<file path="config.mk">
export PLATFORM = sky130hd
export DESIGN_NAME = fetch_sequencer
export DESIGN_NICKNAME = d
export VERILOG_FILES = /design/src/rtl/core_pkg.sv /design/src/rtl/fetch_sequencer_pc_next_mux.sv /design/src/rtl/fetch_sequencer.sv
export SDC_FILE = /design/constraint.sdc
export NUM_CORES = 1
export LEC_CHECK = 0
export CAP_MARGIN = 20
export CORE_ASPECT_RATIO = 1.2
export CORE_MARGIN = 5
export CORE_UTILIZATION = 48
export DETAILED_ROUTE_END_ITERATION = 12
export MAX_ROUTING_LAYER = met4
export PLACE_DENSITY = 0.91
export REMOVE_ABC_BUFFERS = 1
export SYNTH_ARGS = -nofsm -noshare
export SYNTH_HDL_FRONTEND = slang
export SYNTH_SLANG_ARGS = --single-unit
</file>
<file path="constraint.sdc">
create_clock -name clk -period 2.9 [get_ports clk]
set_input_delay 0.58 -clock clk [delete_from_list [all_inputs] [get_ports clk]]
set_output_delay 0.58 -clock clk [all_outputs]
set_load 0.05 [all_outputs]
</file>
<file path="src/rtl/core_pkg.sv">
// Shared core definitions: fetch FSM states, next-PC selects and ISA constants.
package core_pkg;

    localparam int XLEN = 32;
    localparam logic [XLEN-1:0] PC_INC = 32'd4;
    localparam logic [XLEN-1:0] NOP_INSTR = 32'h0000_0013;

    typedef enum logic [1:0] {
        ST_BOOT  = 2'd0,
        ST_RUN   = 2'd1,
        ST_FLUSH = 2'd2,
        ST_HALT  = 2'd3
    } state_t;

    typedef enum logic [1:0] {
        PC_HOLD     = 2'd0,
        PC_SEQ      = 2'd1,
        PC_REDIRECT = 2'd2
    } pc_sel_t;

endpackage

</file>
<file path="src/rtl/fetch_sequencer_pc_next_mux.sv">
// Combinational next-PC select plus word-alignment check of the redirect target.
module pc_next_mux
    import core_pkg::*;
(
    input  logic [XLEN-1:0] pc,
    input  logic [XLEN-1:0] branch_target,
    input  pc_sel_t         pc_sel,
    output logic [XLEN-1:0] pc_next,
    output logic            target_misaligned
);

    assign target_misaligned = |branch_target[1:0];

    always_comb begin
        pc_next = pc;
        case (pc_sel)
            PC_HOLD:     pc_next = pc;
            PC_SEQ:      pc_next = pc + PC_INC;
            PC_REDIRECT: pc_next = branch_target;
            default:     pc_next = pc;
        endcase
    end

endmodule

</file>
<file path="src/rtl/fetch_sequencer.sv">
// Program counter owner and instruction fetch sequencer for the 5-stage core.
//
// state    | meaning
// ---------+----------------------------------------------------------
// ST_BOOT  | one idle cycle after reset release, no fetch
// ST_RUN   | normal fetch; stall is a same-cycle hold, not a state
// ST_FLUSH | squashing IF/ID after a redirect, pc walks target stream
// ST_HALT  | fetch stopped (halt_req or misaligned redirect) until resume
module fetch_sequencer
    import core_pkg::*;
#(
    parameter logic [31:0] RESET_PC  = 32'h0000_0000,
    parameter int          FLUSH_CYC = 1,
    parameter int          CNT_W     = 32
) (
    input  logic             clk,
    input  logic             reset,
    input  logic             stall,
    input  logic             branch_taken,
    input  logic [31:0]      branch_target,
    input  logic             halt_req,
    input  logic             resume,
    output logic [31:0]      pc,
    output logic             fetch_valid,
    output logic             if_id_write,
    output logic             if_id_flush,
    output logic             halted,
    output logic             misalign_err,
    output logic [CNT_W-1:0] fetch_count
);

    localparam logic [1:0] FLUSH_LOAD = 2'(FLUSH_CYC - 1);

    state_t     state, state_next;
    pc_sel_t    pc_sel;
    logic [31:0] pc_next;
    logic       target_misaligned;
    logic       flush_load;
    logic       set_misalign;
    logic [1:0] flush_cnt;

    pc_next_mux u_pc_next_mux (
        .pc                (pc),
        .branch_target     (branch_target),
        .pc_sel            (pc_sel),
        .pc_next           (pc_next),
        .target_misaligned (target_misaligned)
    );

    always_ff @(posedge clk or posedge reset) begin
        if (reset) begin
            state        <= ST_BOOT;
            pc           <= RESET_PC;
            flush_cnt    <= 2'd0;
            misalign_err <= 1'b0;
            fetch_count  <= '0;
        end else begin
            state <= state_next;
            pc    <= pc_next;
            if (flush_load)
                flush_cnt <= FLUSH_LOAD;
            else if (state == ST_FLUSH && flush_cnt != 2'd0)
                flush_cnt <= flush_cnt - 2'd1;
            if (set_misalign)
                misalign_err <= 1'b1;
            if (fetch_valid && if_id_write && !if_id_flush)
                fetch_count <= fetch_count + CNT_W'(1);
        end
    end

    always_comb begin
        state_next   = state;
        pc_sel       = PC_HOLD;
        flush_load   = 1'b0;
        set_misalign = 1'b0;
        case (state)
            ST_BOOT: state_next = ST_RUN;
            ST_RUN: begin
                if (branch_taken && target_misaligned) begin
                    state_next   = ST_HALT;
                    set_misalign = 1'b1;
                end else if (branch_taken) begin
                    state_next = ST_FLUSH;
                    pc_sel     = PC_REDIRECT;
                    flush_load = 1'b1;
                end else if (halt_req) begin
                    state_next = ST_HALT;
                end else if (!stall) begin
                    pc_sel = PC_SEQ;
                end
            end
            // halt_req and stall come from instructions being squashed here
            ST_FLUSH: begin
                if (branch_taken && target_misaligned) begin
                    state_next   = ST_HALT;
                    set_misalign = 1'b1;
                end else if (branch_taken) begin
                    pc_sel     = PC_REDIRECT;
                    flush_load = 1'b1;
                end else begin
                    pc_sel = PC_SEQ;
                    if (flush_cnt == 2'd0)
                        state_next = ST_RUN;
                end
            end
            ST_HALT: begin
                if (resume)
                    state_next = ST_RUN;
            end
            default: state_next = ST_BOOT;
        endcase
    end

    always_comb begin
        fetch_valid = 1'b0;
        if_id_write = 1'b0;
        if_id_flush = 1'b1;
        if (state == ST_RUN) begin
            fetch_valid = 1'b1;
            if (branch_taken || halt_req) begin
                if_id_flush = 1'b1;
            end else if (stall) begin
                if_id_flush = 1'b0;
            end else begin
                if_id_flush = 1'b0;
                if_id_write = 1'b1;
            end
        end
    end

    assign halted = (state == ST_HALT);

endmodule
</file>
==> run summary <==
==================================================================================
Result of the run                                                        completed
CP startpoint kind                                                    primary input
Final Non-Filler Cells                                                         610
Slowest stage delay, CP                                                    0.52 ns
Final setup violation count                                                      0
Half-perimeter wire length of the detailed placement result                7844 µm
Violation count after the first detailed-route iteration                       195
Total track usage                                                           22.75%
Number of synthesized flops with an enable pin                                   0
Maximum ir drop on the vdd rail                                           535.9 µV
Global-route wire length before repair                                    17700 µm
Routed wire length                                                        10470 µm
Setup slack after placement                                             0.02664 ns
Vias post-DR                                                                  3589
CP max stage cell                                                     clkdlybuf4s50_1
Hold WC Path Type                                                          reg2reg
H-tree depth reported by CTS                                                     3
Number of max-cap violations                                                     0
Synthesized instance count                                                     393
Floorplan core area                                                       7707 µm²
Total number of placement rows                                                  35
Vias in the first global route                                                3687
Top FF cell, synth                                                         dfrtp_1
Maximum root-to-sink buffer count                                                2
Total of warnings raised by yosys                                                0
CTS sink count                                                                  69
TritonCTS clock tree                                                          done
Hold Buf Count CTS                                                               0
Period utilization                                                          87.25%
Unrepaired setup endpoints after global routing                              false
List of cells traversed by the critical path                          clkdlybuf4s50_1, buf_4, nand2_1, nor2_1, o21a_1, ha_1, or2_1, or4b_1, nand3_1
# resized after CTS                                                              0
Final Wtd Congestion                                                        0.9366
Leakage Power                                                          0.002173 µW
Max-slew headroom                                                           64.90%
Worst setup path startpoint                                           branch_taken
Sequential fraction of the synthesis area                                   45.45%
Diodes inserted                                                                  0
Initial antenna violation count                                                  0
Crit path required time                                                    3.19 ns
Worst clock skew                                                        0.01708 ns
Min setup slack post-route                                               0.3697 ns
Cell Area, Placed                                                         5091 µm²
Worst setup path endpoint                                                   pc[18]
Worst skew pair latency                                                    0.35 ns
Placed cell count                                                              594
Number of buffers inserted to repair setup after CTS                             0
Initial cell density of the core                                            49.29%
Smallest hold slack                                                      0.4743 ns
Layout-stage area growth over the synthesis result                          39.33%
Most frequent cells in the layout                                     104 x clkdlybuf4s50_1, 69 x dfrtp_1, 34 x nor2_1
Mean post-synth cell area                                                9.666 µm²
Netlist Area Pre-Place                                                    3799 µm²
Fin. max-slew vios                                                               0
Total of flip-flops plus latches after synthesis                                69
Setup Crit Path Kind                                                        in2reg
Power per cell area                                                   589.6 nW/µm²
Pin count of the biggest net entering global routing                            70
Clock Root Buffer                                                         clkbuf_8
Post-route cell area                                                      5293 µm²
Port buffer count                                                              106
Most common cell after layout, fill and taps aside                    clkdlybuf4s50_1
Count of cells along the worst register-to-register path                         8
Nature of the critical path endpoint                                          flop
Maximum operating frequency                                              395.2 MHz
Area enclosed by the die boundary                                         9801 µm²
Drt first pass iters                                                             6
Shortest clock period the worst path allows after layout                  2.530 ns
Net count reported at finish                                                   558
Slew @ Worst Pin                                                         0.5248 ns
Reg clk slew, reported paths                                               0.08 ns
CP max FO                                                                        8
Detailed-route DRC error count                                                   0
Async set-reset flop share out of synthesis                                 100.0%
Detail-routed net length per standard cell                                17.17 µm
Share of final-layout standard cells stronger than drive strength 1         10.62%
Final Hold Viols                                                                 0
Num CTS Buffers                                                                  9
R2R setup slack                                                            0.40 ns
Arrival time of the worst setup path                                       2.82 ns
Y dimension of the die                                                    107.5 µm
Total congestion overflow                                                        0
Per-cell via count in the routed design                                      5.884
Overall power after layout                                                 3120 µW
Chip Width                                                                91.21 µm
RR Endpoint                                                                 pc[18]
Worst reg2reg startpoint                                                  state[1]
IO Count                                                                       107
DRT antenna net count                                                            0
Synth cell types                                                                51
==================================================================================
-- power breakdown --
group | internal (µW) | leakage [µW] | total (µW) | switching [µW]
clock | 407 | 0.000101 | 804 | 397
sequential | 1050 | 0.000871 | 1160 | 111
combinational | 479 | 0.00120 | 1150 | 674
-- stage by stage --
step | TNS (ns) | util, %
floorplan | -28.00 | -
global placement | 0 | 66.06
detailed placement | 0 | 66.06
CTS | 0 | 68.67
global route | 0 | 68.67
finish | 0 | 68.67
-- cells in the mapped netlist (2+ instances only) --
cell type / instances / share of area (%)
a22oi_1: 11 / 2.2
and4_1: 12 / 2.8
nand2_1: 33 / 3.3
clkbuf_1: 14 / 1.4
and2_1: 2 / 0.33
ha_1: 7 / 2.3
dfrtp_1: 69 / 45
inv_1: 12 / 1.2
a21oi_1: 12 / 1.6
nand3_1: 24 / 3.2
and3_1: 8 / 1.3
xor2_1: 9 / 2.1
mux2i_1: 10 / 2.6
nor2b_1: 6 / 0.99
mux2_2: 5 / 1.5
a31oi_1: 8 / 1.3
o21ai_0: 9 / 1.2
buf_2: 2 / 0.26
a211oi_1: 7 / 1.4
nor4_4: 2 / 1.1
o21ai_1: 3 / 0.40
nor3_2: 2 / 0.53
o22ai_1: 16 / 2.6
nand4_1: 21 / 3.5
nor2_1: 34 / 3.4
xnor2_1: 23 / 5.3
nor3_1: 8 / 1.1
-- routing by layer --
layer	part of all wire, %	track usage [%]	vias to the layer above
li1	-	-	1697
met3	6.7	4.476	23
met5	0	-	-
met4	2.0	9.119	0
met1	41	26.67	1709
met2	51	38.40	160
-- final cells by class --
cell class / instances / area (µm²)
multi-input combinational: 293 / 1949
inverter: 13 / 48.80
timing repair buffer: 127 / 1251
sequential: 69 / 1727
clock inverter: 7 / 77.57
tap: 92 / 115.1
fill: 557 / 2415
clock buffer: 9 / 123.9
-- critical path: cells and delay by family --
family,cells,cell delay [ns]
AO/OA/AOI/OAI,1,0.14
AND/OR/NAND/NOR,5,1.17
buffers and inverters,2,0.67
adder cells (fa/ha/maj),1,0.25
-- kinds of logic after synthesis --
kind of cell / count (synthesis) / share of synthesized area, %
AOI/OAI and AO/OA: 78 / 13.44
xor gates and xnor gates: 32 / 7.378
adders and majority gates: 7 / 2.306
buffers and inverters: 31 / 3.228
DFF: 69 / 45.45
muxes: 16 / 4.414
and+or+nand+nor: 160 / 23.78
-- worst min path at each step --
stage | startpoint | endpoint | slack [ns] | cells after the start
floorplan | flush_cnt[0] | flush_cnt[0] | 0.51 | 2
global placement | misalign_err | misalign_err | 0.46 | 1
detailed placement | misalign_err | misalign_err | 0.47 | 1
CTS | misalign_err | misalign_err | 0.48 | 1
global route | misalign_err | misalign_err | 0.51 | 1
finish | misalign_err | misalign_err | 0.47 | 1
-- registers in the layout, indices dropped and copies added (netlist names) --
name	count
fetch_count	32
misalign_err	1
state	2
flush_cnt	2
pc	32
(Power assumes the default switching activity.)
